==> src/rtl/shift_deser.sv <==
// Serial-to-parallel receiver: collects qualified serial bits into a word and hands it off via valid/ready.
// Optional feature: define SHIFT_DESER_PARITY_EN to append and check one even-parity bit per frame.
module shift_deser #(
    parameter int unsigned SHIFT_WIDTH     = 4,
    parameter string       SHIFT_DIRECTION = "LEFT"
) (
    input  logic                   clk,
    input  logic                   aclr_n,
    input  logic                   sclr,
    input  logic                   sync,
    input  logic                   en,
    input  logic                   shiftin,
    input  logic                   q_ready,
    output logic [SHIFT_WIDTH-1:0] q,
    output logic                   q_valid,
    output logic                   overrun,
`ifdef SHIFT_DESER_PARITY_EN
    output logic                   parity_err,
`endif
    output logic                   busy
);

    localparam int unsigned W = SHIFT_WIDTH;
`ifdef SHIFT_DESER_PARITY_EN
    localparam int unsigned F = W + 1;
`else
    localparam int unsigned F = W;
`endif
    localparam int unsigned CW       = $clog2(F + 1);
    localparam bit          DIR_LEFT = (SHIFT_DIRECTION == "LEFT");

    logic [F-1:0]  sreg;
    logic [F-1:0]  sreg_shift;
    logic [CW-1:0] bit_cnt;
    logic [CW-1:0] cnt_nxt;
    logic [W-1:0]  word;
    logic          done;

    // Shifted image includes the bit sampled at this edge, so the word is complete on the last bit.
    always_comb begin
        sreg_shift = sreg;
        word       = '0;
        done       = 1'b0;
        cnt_nxt    = bit_cnt;
        if (DIR_LEFT) begin
            sreg_shift = {sreg[F-2:0], shiftin};
            word       = sreg_shift[F-1 -: W];
        end else begin
            sreg_shift = {shiftin, sreg[F-1:1]};
            word       = sreg_shift[W-1:0];
        end
        done = en && !sync && (bit_cnt == CW'(F - 1));
        if (sync) begin
            cnt_nxt = en ? CW'(1) : '0;
        end else if (en) begin
            cnt_nxt = done ? '0 : bit_cnt + CW'(1);
        end
    end

    always_ff @(posedge clk or negedge aclr_n) begin
        if (!aclr_n) begin
            sreg       <= '0;
            bit_cnt    <= '0;
            busy       <= 1'b0;
            q          <= '0;
            q_valid    <= 1'b0;
            overrun    <= 1'b0;
`ifdef SHIFT_DESER_PARITY_EN
            parity_err <= 1'b0;
`endif
        end else if (sclr) begin
            sreg       <= '0;
            bit_cnt    <= '0;
            busy       <= 1'b0;
            q          <= '0;
            q_valid    <= 1'b0;
            overrun    <= 1'b0;
`ifdef SHIFT_DESER_PARITY_EN
            parity_err <= 1'b0;
`endif
        end else begin
            if (en) begin
                sreg <= sreg_shift;
            end
            bit_cnt <= cnt_nxt;
            busy    <= (cnt_nxt != '0);
            // A finished word only replaces q when the slot is free or being consumed this edge.
            if (done) begin
                if (!q_valid || q_ready) begin
                    q          <= word;
                    q_valid    <= 1'b1;
`ifdef SHIFT_DESER_PARITY_EN
                    parity_err <= ^sreg_shift;
`endif
                end else begin
                    overrun <= 1'b1;
                end
            end else if (q_valid && q_ready) begin
                q_valid <= 1'b0;
            end
        end
    end

endmodule
==> config.mk <==
export PLATFORM = sky130hd
export DESIGN_NAME = shift_deser
export DESIGN_NICKNAME = d
export VERILOG_FILES = /design/src/rtl/shift_deser.sv
export SDC_FILE = /design/constraint.sdc
export NUM_CORES = 1
export LEC_CHECK = 0
export BUFFER_PORTS_ARGS = -buffer_cell sky130_fd_sc_hd__buf_2
export CORE_AREA = 3 3 40 42
export DETAILED_ROUTE_END_ITERATION = 16
export DIE_AREA = 0 0 43 45
export PLACE_DENSITY = 0.72
export REMOVE_ABC_BUFFERS = 1
export SYNTH_ARGS = -nofsm -noshare
export SYNTH_HDL_FRONTEND = slang
export SYNTH_SLANG_ARGS = --single-unit
==> constraint.sdc <==
create_clock -name clk -period 1.75 [get_ports clk]
set_input_delay 0.2625 -clock clk [delete_from_list [all_inputs] [get_ports clk]]
set_output_delay 0.2625 -clock clk [all_outputs]
set_load 0.02 [all_outputs]
# Word-level counts from Yosys, hierarchy flattened
# Index checks and enable logic that the tools add are counted.
[totals] regBits=13 inputBits=7
[classes] n_eq_ne=3 n_mux=18 addsub=1 n_reduce_logical=14
[op_table] operator="$mux W3" n=6
[op_table] operator="$mux W4" n=3
[op_table] operator="$mux W1" n=9
[op_table] operator="$reduce_and A2 Y1" n=3
[op_table] operator="$reduce_bool A2 Y1" n=3
[op_table] operator="$reduce_bool A3 Y1" n=2
[op_table] operator="$add A3 B1 Y3 const B" n=1
[op_table] operator="$eq A3 B2 Y1 const B" n=1
[op_table] operator="$logic_and A1 B1 Y1" n=3
[op_table] operator="$ne A3 B2 Y1 const B" n=1
[op_table] operator="$logic_not A1 Y1" n=2
[op_table] operator="$ne A2 B2 Y1 const B" n=1
[op_table] operator="$logic_or A1 B1 Y1" n=1

# Longest topological paths before layout
# Gate-level depths: netlist of run 1.
[logic_depth] depth_word=8 ltp_mapped=5 mapped_depth_nobuf=4

# Least setup slack after synthesis of run 1
# No wires, ideal clock.
[synth_timing] kind="reg-to-reg" startpoint="reg bit_cnt[0]" endpoint="reg busy" path_stages_with_launch=5 setup_slack_ns=0.202 setup_time_ns=0.126 synth_period_minus_slack_ns=1.548 arrival_time_ns=1.422 cell_sequence="dfrtp_1 -> ha_1 -> nand2b_1 -> maj3_1 -> o311a_1"
[synth_via] elab_chain_len=7 elab_cells_between_ends=8 classes_between="add/sub (1); eq/ne (1); mux (4); reduce/logical (2)"
[synth_lines] element="start: declaration" line="34" text="logic [CW-1:0] bit_cnt;"
[synth_lines] element="start signal: assignment" line="85" text="bit_cnt <= cnt_nxt;"
[synth_lines] element="branches (longest 3 deep; another with $add A3 B1 Y3)"
[synth_lines] element="$mux W3 (*)" line="55" text="end else if (en) begin"
[synth_lines] element="$mux W3 (*)" line="53" text="if (sync) begin"
[synth_lines] element="$reduce_bool A3 Y1 (*)" line="86" text="busy <= (cnt_nxt != '0);"
[synth_lines] element="$mux W1 (*)" line="71" text="end else if (sclr) begin"
[synth_lines] element="end signal: assignment" line="86"
[synth_lines] element="end: declaration" line="20" text="output logic busy"
# Every way passes the cells marked *.
# A chain may end at the register's enable or synchronous reset.

# Worst setup path after layout of run 1
# Same ends and word-level chain as after synthesis.

==> metrics.md, run 1 <==
| Metric | Value |
|---|---|
| Leakage power | ~0.36 nW |
| Pins Over Slew Limit | 0 |
| Final WS setup | 0.147 ns |
| Setup TNS | 0 ns |
| CP Cell Sequence | ha_1 > nand2b_1 > maj3_1 > o311a_1 |
| Worst Setup End Kind | flip-flop |
| Iter 0 DRT Violations | 9 |
| First-pass GRT wire length | slightly below 2000 µm |
| CP required | between 1.5 and 2 ns |
| Flop pwr share | about 57% |
| Final Cycle Share | roughly nine tenths |
| Netlist cell types | 20 |
| Post-DP HPWL | between 700 and 800 µm |
| CP bufs+invs | 0 |
| Syn_area_per_cell | 11.3 µm² |
| Combinational power share | 10.1% |
| WL per Instance | 12.4 µm |
| Critical path type | flip-flop to flip-flop |
| Max Used Layer | met3 |
| CP max stage delay | ~0.4 ns |
| Layout cells sized above 1 | 26.4% |
| CP top delay family | adder cells |
| Hold Crit Class | input port to flip-flop |
| Net Sw Power | 0.125 mW |
| Post-synthesis cell count | 57 |
| Total die area | between 1500 and 2000 µm² |
| Cell Int Power | 0.420 mW |
| DRC violations left | 0 |
| Slew @ Worst Pin | approximately 0.29 ns |
| Grt ovf | 0 |
| Post CTS Setup Buffer Count | 0 |
| CTS Root Cell | clkbuf_4 |
| Clock-pin slew on the worst setup and hold paths | around 0.08 ns |
| P per Cell Area | ~740 nW/µm² |
| Initial DRT Pass Iterations | 4 |
| Setup crit start | bit_cnt[0] |
| ANT cells | 0 |
| CTS buffer count | 3 |
| Total Nets Final | 81 |
| Rows | 13 |
| Clk sinks | 13 |
| Yosys top cell area share | 50.4% |
| VDD IR max | approximately 0.40 mV |
| H-tree levels | 1 |
| Synthesis-stage register bit count | 13 |
| Reg2reg start | bit_cnt[0] |
| Count leader, synth | dfrtp_1 |
| CTS Buffer Depth | 2 |
| Hold violation total from the final report | 0 |
| Worst slack, placed | 0.146 ns |
| WL final | ~1100 µm |
| Die W | 43 µm |
| Post-CTS Resized | 0 |
| Post-synth ARST share | 100% |
| Max Fanout on Critical Path | 4 |
| Antenna viol nets, final | 0 |
| Maxcap violations | 0 |
| Post-synthesis cell area | between 600 and 700 µm² |
| Starting Density | 50.2% |
| Total track usage | a little over an eighth |
| Via density | around 5.3 |
| Met2 wire len | between 500 and 600 µm |
| Area of placed instances | roughly 700 µm² |
| Clk pwr share | about 33% |
| Max-slew headroom | between 80% and 90% |
| Synth area leaders | dfrtp_1 (50%), mux2i_1 (12%), nand2b_1 (8.7%) |
| Initial antenna violation count | 0 |
| Layout area overhead | 14.5% |
| Met1 wire length | a little over 500 µm |
| Warnings, synthesis | 0 |
| Critical hold path startpoint | sync |
| Port bufs | 13 |
| Largest net degree at the start of global routing | 18 |
| Post-synth top cells | dfrtp_1 (13), nand2b_1 (9), mux2i_1 (8), nor2_1 (7), a21oi_1 (3) |
| Hold buffer count at CTS | 1 |
| Status | completed |
| FMAX | between 600 and 700 MHz |
| Switching share of power | a little under a quarter |
| Vias in the first global route | around 470 |
| RSZ-0062 raised after global routing | false |
| Worst-Skew Late Latency | 0.27 ns |
| Seq/Total Area, Yosys | ~50% |
| Final non-filler cell total | 87 |
| Crit path max-delay cell type | dfrtp_1 |
| Critical Path Start Type | flip-flop |
| Final Wtd Congestion | 0.707 |
| CTS tree | built |
| Die Y | around 45 µm |
| Main flop type after synthesis | dfrtp_1 |
| Met3 wire length | 45 µm |
| Top-Level Pins | 14 |
| Routed via count | roughly 460 |
| Fin area | roughly 740 µm² |
| Core area | 1280 µm² |
| EDFF count, synth | 0 |
| Final Critical Period | around 1.6 ns |
| Inst Count DP | 82 |
| Clock Skews | between 0.005 and 0.006 ns |
| Critical Path AT | ~1.8 ns |
| Largest area contributor in the netlist | dfrtp_1 |
| Setup Viol. Count Final | 0 |
## final timing paths
check / end / slack, ns / cells past startpoint
max: busy / 0.15 / 4
max reg2reg: busy / 0.15 / 4
min: bit_cnt[1] / 0.23 / 2
max in group asynchronous: q[1] / 1.13 / 2
min reg2reg: overrun / 0.51 / 2
min in group asynchronous: bit_cnt[1] / 0.40 / 2
## area by class of cell
type | count | area [µm²]
fillers | 124 | 546
flip-flops and latches | 13 | 325
multi-input cells | 39 | 287
repair buffers | 14 | 75.1
clock buffers | 4 | 26.3
well taps | 15 | 18.8
inverters | 2 | 7.51
## power groups by stage
| stage | clock, mW | sequential [mW] | combinational (mW) |
|---|---|---|---|
| floorplan | 0 | 0.319 | 0.0250 |
| global placement | 0 | 0.317 | 0.0530 |
| finish | 0.179 | 0.311 | 0.0552 |
| detailed placement | 0 | 0.317 | 0.0545 |
| CTS | 0.186 | 0.311 | 0.0565 |
| global route | 0.198 | 0.312 | 0.0628 |
## stage by stage
stage	util [%]	hold slack (ns)	power (mW)
global placement	54.7	0.165	0.370
detailed placement	54.7	0.164	0.372
finish	57.5	0.228	0.545
CTS	57.5	0.228	0.553
floorplan	-	-0.0331	0.344
global route	57.5	0.239	0.573
## sequential cells by signal, summed over array words and instances (netlist names)
signal / count
q: 4
bit_cnt: 3
sreg: 3
busy: 1
overrun: 1
q_valid: 1
## layout by cell type (no fill, tap or decap)
cell type / synthesis / final
nor2_1: 7 / 7
xnor2_1: 1 / 1
nor2b_4: 1 / 1
a21oi_1: 3 / 3
dlygate4sd3_1: 0 / 1
and4bb_4: 1 / 1
and2b_2: 1 / 1
nand2_1: 1 / 1
nor2b_1: 1 / 1
maj3_1: 1 / 1
nor3_1: 1 / 1
nor4_1: 1 / 1
nand2b_1: 9 / 9
clkbuf_1: 1 / 1
o311a_1: 1 / 1
or4_1: 1 / 1
ha_1: 1 / 1
buf_2: 0 / 13
inv_1: 2 / 2
mux2i_1: 8 / 8
clkbuf_4: 0 / 3
dfrtp_1: 13 / 13
## cell families after synthesis
family                     share of synthesized area, %
AOI/OAI and AO/OA                                  3.88
xor gates and xnor gates                           1.36
adders and majority gates                          3.49
buffers and inverters                              5.23
DFF                                                50.4
muxes                                              12.4
and+or+nand+nor                                    23.3
## per-layer routing
layer | global-route usage (%) | up-vias
li1 | - | 225
met4 | 6.63 | 0
met3 | 2.79 | 0
met2 | 21.0 | 13
met1 | 18.0 | 224
met5 | 0 | -
Note: power is estimated with default switching activity, not from simulation.
==> inputs of run 2 (changes only) <==
--- a/config.mk
+++ b/config.mk
@@ -5,12 +5,14 @@
 export SDC_FILE = /design/constraint.sdc
 export NUM_CORES = 1
 export LEC_CHECK = 0
+export ABC_AREA = 1
 export BUFFER_PORTS_ARGS = -buffer_cell sky130_fd_sc_hd__buf_2
 export CORE_AREA = 3 3 40 42
 export DETAILED_ROUTE_END_ITERATION = 16
 export DIE_AREA = 0 0 43 45
-export PLACE_DENSITY = 0.72
+export PLACE_DENSITY = 0.68
 export REMOVE_ABC_BUFFERS = 1
+export SETUP_SLACK_MARGIN = 0.2
 export SYNTH_ARGS = -nofsm -noshare
 export SYNTH_HDL_FRONTEND = slang
 export SYNTH_SLANG_ARGS = --single-unit
==> metrics.md, run 2 <==
| Metric | Value |
|---|---|
| Port bufs | 13 (unchanged) |
| Final non-filler cell total | 98 (was 87) |
| Die Y | 45 µm (unchanged) |
| Total die area | 1940 µm² (unchanged) |
| Critical path type | flip-flop to flip-flop (unchanged) |
| Post-CTS Resized | 0 (unchanged) |
| WL per Instance | 11.2 µm (was 12.4 µm) |
| Worst-Skew Late Latency | 0.27 ns (about the same) |
| Largest registers | q x4, bit_cnt x3, sreg x3 (unchanged) |
| Post-synthesis cell count | 66 (was 57) |
| Post-synthesis cell area | 593 µm² (was 646 µm²) |
| P per Cell Area | 768 nW/µm² (was 737 nW/µm²) |
| Final Wtd Congestion | 0.770 (was 0.707) |
| Largest net degree at the start of global routing | 14 (was 18) |
| Status | completed (unchanged) |
| FMAX | 836 MHz (was 624 MHz) |
| Layout cells sized above 1 | 25.3% (was 26.4%) |
| Routed via count | 483 (was 462) |
| First-pass GRT wire length | 1950 µm (was 1930 µm) |
| Total track usage | 13.5% (about the same) |
| Warnings, synthesis | 0 (unchanged) |
| Largest area contributor in the netlist | dfrtp_1 (unchanged) |
| Met1 layer usage reported by global route | 17.2% (was 18.0%) |
| Top reg by flops | q (unchanged) |
| Post-synth top cells | nand2_1 (14), dfrtp_1 (13), inv_1 (9), nand3_1 (6) (was dfrtp_1 (13), nand2b_1 (9), mux2i_1 (8), nor2_1 (7), a21oi_1 (3)) |
| Leakage power | 0.378 nW (was 0.363 nW) |
| Max Fanout on Critical Path | 2 (was 4) |
| Leading cell type in the layout, fill and taps excluded | nand2_1 |
| Layout area overhead | 19.0% (was 14.5%) |
| Syn_area_per_cell | 8.99 µm² (was 11.3 µm²) |
| Most frequent cells in the layout | nand2_1 (14), dfrtp_1 (13), buf_2 (13), inv_1 (9), nand3_1 (6) (was dfrtp_1 (13), buf_2 (13), nand2b_1 (9), mux2i_1 (8), nor2_1 (7)) |
| H-tree levels | 1 (unchanged) |
| Hold Crit Class | input port to flip-flop (unchanged) |
| Starting Density | 46.2% (was 50.2%) |
| DRC violations left | 0 (unchanged) |
| VDD IR max | 0.390 mV (was 0.402 mV) |
| Initial antenna violation count | 0 (unchanged) |
| Via density | 4.93 (was 5.31) |
| Post-DP HPWL | 831 µm (was 796 µm) |
| Clock Skews | 0.00308 ns (was 0.00504 ns) |
| Antenna viol nets, final | 0 (unchanged) |
| Max-slew headroom | 78.2% (was 80.9%) |
| Seq/Total Area, Yosys | 54.9% (was 50.4%) |
| Clk sinks | 13 (unchanged) |
| CTS Root Cell | clkbuf_4 (unchanged) |
| Vias in the first global route | 457 (was 469) |
| Total power | 0.542 mW (was 0.545 mW) |
| Worst Setup End Kind | flip-flop (unchanged) |
| Final Critical Period | 1.20 ns (was 1.60 ns) |
| Yosys top cell area share | 54.9% (was 50.4%) |
| EDFF count, synth | 0 (unchanged) |
| Die W | 43 µm (unchanged) |
| WL final | 1100 µm (was 1080 µm) |
| Synth area leaders | dfrtp_1 (55%), nand2_1 (8.9%), inv_1 (5.7%) (was dfrtp_1 (50%), mux2i_1 (12%), nand2b_1 (8.7%)) |
| ANT cells | 0 (unchanged) |
| Rows | 13 (unchanged) |
| Post-synth ARST share | 100% (unchanged) |
| Hold violation total from the final report | 0 (unchanged) |
| Top-Level Pins | 14 (unchanged) |
| Maxcap violations | 0 (unchanged) |
| Synthesis-stage register bit count | 13 (unchanged) |
| Main flop type after synthesis | dfrtp_1 (unchanged) |
| Setup Viol. Count Final | 0 (unchanged) |
| Number of fill cells | 126 (was 124) |
| Iter 0 DRT Violations | 15 (was 9) |
| Clock-pin slew on the worst setup and hold paths | 0.07 ns (was 0.08 ns) |
| Critical Path AT | 1.34 ns (was 1.76 ns) |
| Core area | 1280 µm² (unchanged) |
| Total Nets Final | 92 (was 81) |
| Setup TNS | 0 ns (unchanged) |
| RSZ-0062 raised after global routing | false (unchanged) |
| Slew @ Worst Pin | 0.327 ns (was 0.287 ns) |
| Final Cycle Share | 68.3% (was 91.6%) |
| Critical Path Start Type | flip-flop (unchanged) |
| Netlist cell types | 17 (was 20) |
| Met3 Use GR | 2.79% (unchanged) |
| Grt ovf | 0 (unchanged) |
| Initial DRT Pass Iterations | 4 (unchanged) |
| CTS tree | built (unchanged) |
| CTS buffer count | 3 (unchanged) |
| Max reg flops | 4 (unchanged) |
| Count leader, synth | nand2_1 (was dfrtp_1) |
| Met2 usage | 21.9% (was 21.0%) |
| GRT Max-Usage Layer | met2 (unchanged) |
| CP required | 1.90 ns (was 1.91 ns) |
| CTS Buffer Depth | 2 (unchanged) |
| Pins Over Slew Limit | 0 (unchanged) |
| Inst Count DP | 93 (was 82) |
[run 2: cell count changes in the layout (fill, tap and decap cells not counted), moves of 3 or more]
| cell | previous run | this run |
|---|---|---|
| o21ai_1 | 0 | 4 |
| o21ai_0 | 0 | 4 |
| nand2_1 | 1 | 14 |
| inv_1 | 2 | 9 |
| nor2_1 | 7 | 4 |
| nand3_1 | 0 | 6 |
| mux2i_1 | 8 | 0 |
| nand2b_1 | 9 | 0 |
[run 2: routing by layer]
layer,vias to the layer above,routed length [µm]
met2,11,502
met4,0,15
met3,2,62
li1,247,-
met1,223,518
met5,-,0
[run 2: cell families (layout without fill, tap and decap cells)]
kind of cell / count (synthesis) / after routing / share of synthesized area [%]
buffers and inverters: 12 / 29 / 8.44
AND/OR/NAND/NOR: 30 / 30 / 26.2
flip-flops: 13 / 13 / 54.9
AO/OA/AOI/OAI: 10 / 10 / 8.44
adder cells (fa/ha/maj): 1 / 1 / 2.11
[run 2: worst paths after layout]
kind	from	end	slack, ns	cells after the start
max	bit_cnt[0]	busy	0.55	4
min	sclr	overrun	0.19	2
max reg2reg	bit_cnt[0]	busy	0.55	4
min reg2reg	sreg[1]	sreg[1]	0.49	2
max in group asynchronous	aclr_n	q_valid	1.13	2
min in group asynchronous	aclr_n	q[3]	0.40	2
[run 2: worst max-delay path, cell delays in order, from the launching register on]
cell and delay, ns:
dfrtp_1 0.39, ha_1 0.28, or2_0 0.23, nand3_2 0.09
nand3_1 0.09
[run 2: area by class of cell]
type / count / area (µm²) / share of cell area (%)
timing repair buffer: 14 / 75.1 / 10.6
tap: 15 / 18.8 / 2.66
clock buffer: 4 / 26.3 / 3.72
multi-input combinational: 41 / 218 / 30.9
inverter: 11 / 42.5 / 6.03
sequential: 13 / 325 / 46.1
[run 2: report_power, final]
part / internal (mW) / switching, mW
clock network: 0.0883 / 0.0912
logic: 0.0175 / 0.0342
registers: 0.307 / 0.00309
total: 0.413 / 0.129
[run 2: repair_timing]
action,CTS,global route
endpoints found under the hold margin,13,0
hold buffers,1,0
setup endpoints to repair,0,0
setup buffers,0,0
[run 2: metrics by stage]
step	area, µm²	util, %	hold slack (ns)	worst slack [ns]
floorplan	586	-	-0.0331	0.632
detailed placement	669	52.1	0.166	0.553
global placement	669	52.1	0.164	0.615
global route	706	54.9	0.183	0.475
finish	706	54.9	0.187	0.554
CTS	706	54.9	0.175	0.538
==> inputs of run 3 (changes only) <==
==> constraint.sdc (replaced) <==
create_clock -name clk -period 1.2 [get_ports clk]
set_input_delay 0.18 -clock clk [delete_from_list [all_inputs] [get_ports clk]]
set_output_delay 0.18 -clock clk [all_outputs]
set_load 0.02 [all_outputs]
==> metrics.md, run 3 (same netlist as run 2, synthesis figures left out) <==
| Metric | Value |
|---|---|
| Critical path type | flip-flop to flip-flop (unchanged) |
| Core area | 1280 µm² (unchanged) |
| Critical Path Start Type | flip-flop (unchanged) |
| FMAX | 878 MHz (was 836 MHz) |
| Initial DRT Pass Iterations | 4 (unchanged) |
| Stages on worst setup path | 4 (unchanged) |
| Grt ovf | 0 (unchanged) |
| Critical path endpoint | busy (unchanged) |
| Crit path max-delay cell type | dfrtp_1 (unchanged) |
| Register area | 325 µm² (unchanged) |
| CP bufs+invs | 0 (unchanged) |
| Area occupied by multi-input gates | 269 µm² (was 218 µm²) |
| Clock Skews | 0.00339 ns (was 0.00308 ns) |
| H-tree levels | 1 (unchanged) |
| Total die area | 1940 µm² (unchanged) |
| Final Critical Period | 1.14 ns (was 1.20 ns) |
| Port bufs | 13 (unchanged) |
| Max-slew headroom | 80.1% (was 78.2%) |
| ANT cells | 0 (unchanged) |
| CTS tree | built (unchanged) |
| DRC violations left | 0 (unchanged) |
| Clock-pin slew on the worst setup and hold paths | 0.08 ns (was 0.07 ns) |
| Reg2reg path depth | 4 (unchanged) |
| CP max stage delay | 0.43 ns (was 0.39 ns) |
| Setup TNS | 0 ns (unchanged) |
| Final Cycle Share | 94.9% (was 68.3%) |
| Die W | 43 µm (unchanged) |
| Critical Path AT | 1.30 ns (was 1.34 ns) |
| Largest net degree at the start of global routing | 14 (unchanged) |
| Reg2reg start | bit_cnt[1] (was bit_cnt[0]) |
| Status | completed (unchanged) |
| Setup crit start | bit_cnt[1] (was bit_cnt[0]) |
| CTS Buffer Depth | 2 (unchanged) |
| VDD IR max | 0.513 mV (was 0.390 mV) |
| Most frequent CP cell | nand3_2 |
| Antenna viol nets, final | 0 (unchanged) |
| First-pass GRT wire length | 2030 µm (was 1950 µm) |
| Vias in the first global route | 474 (was 457) |
| Initial antenna violation count | 0 (unchanged) |
| P per Cell Area | 973 nW/µm² (was 768 nW/µm²) |
| Rows | 13 (unchanged) |
| Maxcap violations | 0 (unchanged) |
| Post-DP HPWL | 847 µm (was 831 µm) |
| Pins Over Slew Limit | 0 (unchanged) |
| Slew @ Worst Pin | 0.298 ns (was 0.327 ns) |
| Setup Viol. Count Final | 0 (unchanged) |
| Worst-Skew Late Latency | 0.27 ns (about the same) |
| Die Y | 45 µm (unchanged) |
| Iter 0 DRT Violations | 18 (was 15) |
| Clk sinks | 13 (unchanged) |
| CP top delay family | flip-flops (was simple AND/OR/NAND/NOR gates) |
| Total power | 0.828 mW (was 0.542 mW) |
| Most frequent cells in the layout | dfrtp_1 (13), nand2_1 (12), inv_1 (8), buf_6 (8) (was nand2_1 (14), dfrtp_1 (13), buf_2 (13), inv_1 (9), nand3_1 (6)) |
| Final Wtd Congestion | 0.780 (was 0.770) |
| Hold Crit Class | input port to flip-flop (unchanged) |
| Max Fanout on Critical Path | 2 (unchanged) |
| Layout cells sized above 1 | 41.6% (was 25.3%) |
| FF-to-FF setup slack | 0.06 ns (was 0.55 ns) |
| Number of fill cells | 104 (was 126) |
| Total Nets Final | 98 (was 92) |
| Total track usage | 14.8% (was 13.5%) |
| Max reg flops | 4 (unchanged) |
| Top reg by flops | q (unchanged) |
| Leakage power | 0.432 nW (was 0.378 nW) |
| WL per Instance | 12.3 µm (was 11.2 µm) |
| RSZ-0062 raised after global routing | true (was false) |
| Routed via count | 526 (was 483) |
| CP Cell Sequence | ha_4 > or2_1 > nand3_2 > nand3_2 (was ha_1 > or2_0 > nand3_2 > nand3_1) |
| Leading cell type in the layout, fill and taps excluded | dfrtp_1 (was nand2_1) |
| Layout area overhead | 43.5% (was 19.0%) |
| Top-Level Pins | 14 (unchanged) |
| CTS buffer count | 3 (unchanged) |
| CTS Root Cell | clkbuf_4 (unchanged) |
| Largest registers | q x4, bit_cnt x3, sreg x3 (unchanged) |
| WL final | 1280 µm (was 1100 µm) |
| Via density | 5.06 (was 4.93) |
| CP required | 1.37 ns (was 1.90 ns) |
| Hold violation total from the final report | 0 (unchanged) |
| Worst Setup End Kind | flip-flop (unchanged) |
| Critical R2R Capture | busy (unchanged) |
| Starting Density | 46.2% (unchanged) |
==> run 3: cell count changes in the layout (fill, tap and decap cells not counted), sizes merged <==
cell,before,now
clkinv,1,0
buf,13,19
inv,10,11
==> run 3: worst min-delay path by stage <==
stage | from | to | cells past startpoint
after floorplan | aclr_n | bit_cnt[0] | 0
after CTS | sclr | overrun | 2
after global placement | aclr_n | q[2] | 1
after global routing | sclr | overrun | 2
after detailed placement | aclr_n | sreg[2] | 1
final | sclr | overrun | 2
==> run 3: cell type report <==
cell class                 count  share of cell area (%)
inverter                      11                    5.15
timing repair buffer          20                    19.7
sequential                    13                    38.2
tap                           15                    2.21
multi-input combinational     41                    31.6
clock buffer                   4                    3.09
==> run 3: through the flow <==
step | setup WS (ns) | hold slack, ns | util [%] | instances | instance area [µm²]
3_5_place_dp | 0.00770 | 0.0814 | 52.7 | 94 | 677
5_1_grt | -0.00293 | 0.101 | 66.2 | 104 | 851
6_report | 0.0616 | 0.0992 | 66.2 | 104 | 851
2_1_floorplan | 0.0815 | -0.116 | - | 65 | 586
3_3_place_gp | 0.0656 | 0.0811 | 52.7 | 94 | 677
4_1_cts | 0.0717 | 0.0907 | 60.4 | 103 | 776
==> run 3: worst reg2reg max path: cells and delay by family (launching register included) <==
family,cells,cell delay [ns]
flops,1,0.43
simple gates,3,0.36
fa+ha+maj,1,0.25
==> run 3: repair_timing <==
action,CTS,global route
pin swaps,4,1
hold buffers,1,0
hold endpoints to repair,13,0
gates resized for setup,9,21
endpoints found under the setup margin,10,17
setup buffers,4,1
==> run 3: power by group <==
part | internal (mW) | leakage [nW] | switching (mW)
Clock | 0.129 | 0.0150 | 0.144
Sequential | 0.448 | 0.178 | 0.00830
Combinational | 0.0404 | 0.240 | 0.0576
==> run 3: layer usage <==
layer | part of all wire (%) | routed length [µm] | track usage, %
met1 | 43 | 549 | 17.2
met2 | 51 | 660 | 24.9
met3 | 3.7 | 48 | 2.39
met4 | 1.9 | 24 | 10.8
met5 | 0 | 0 | 0
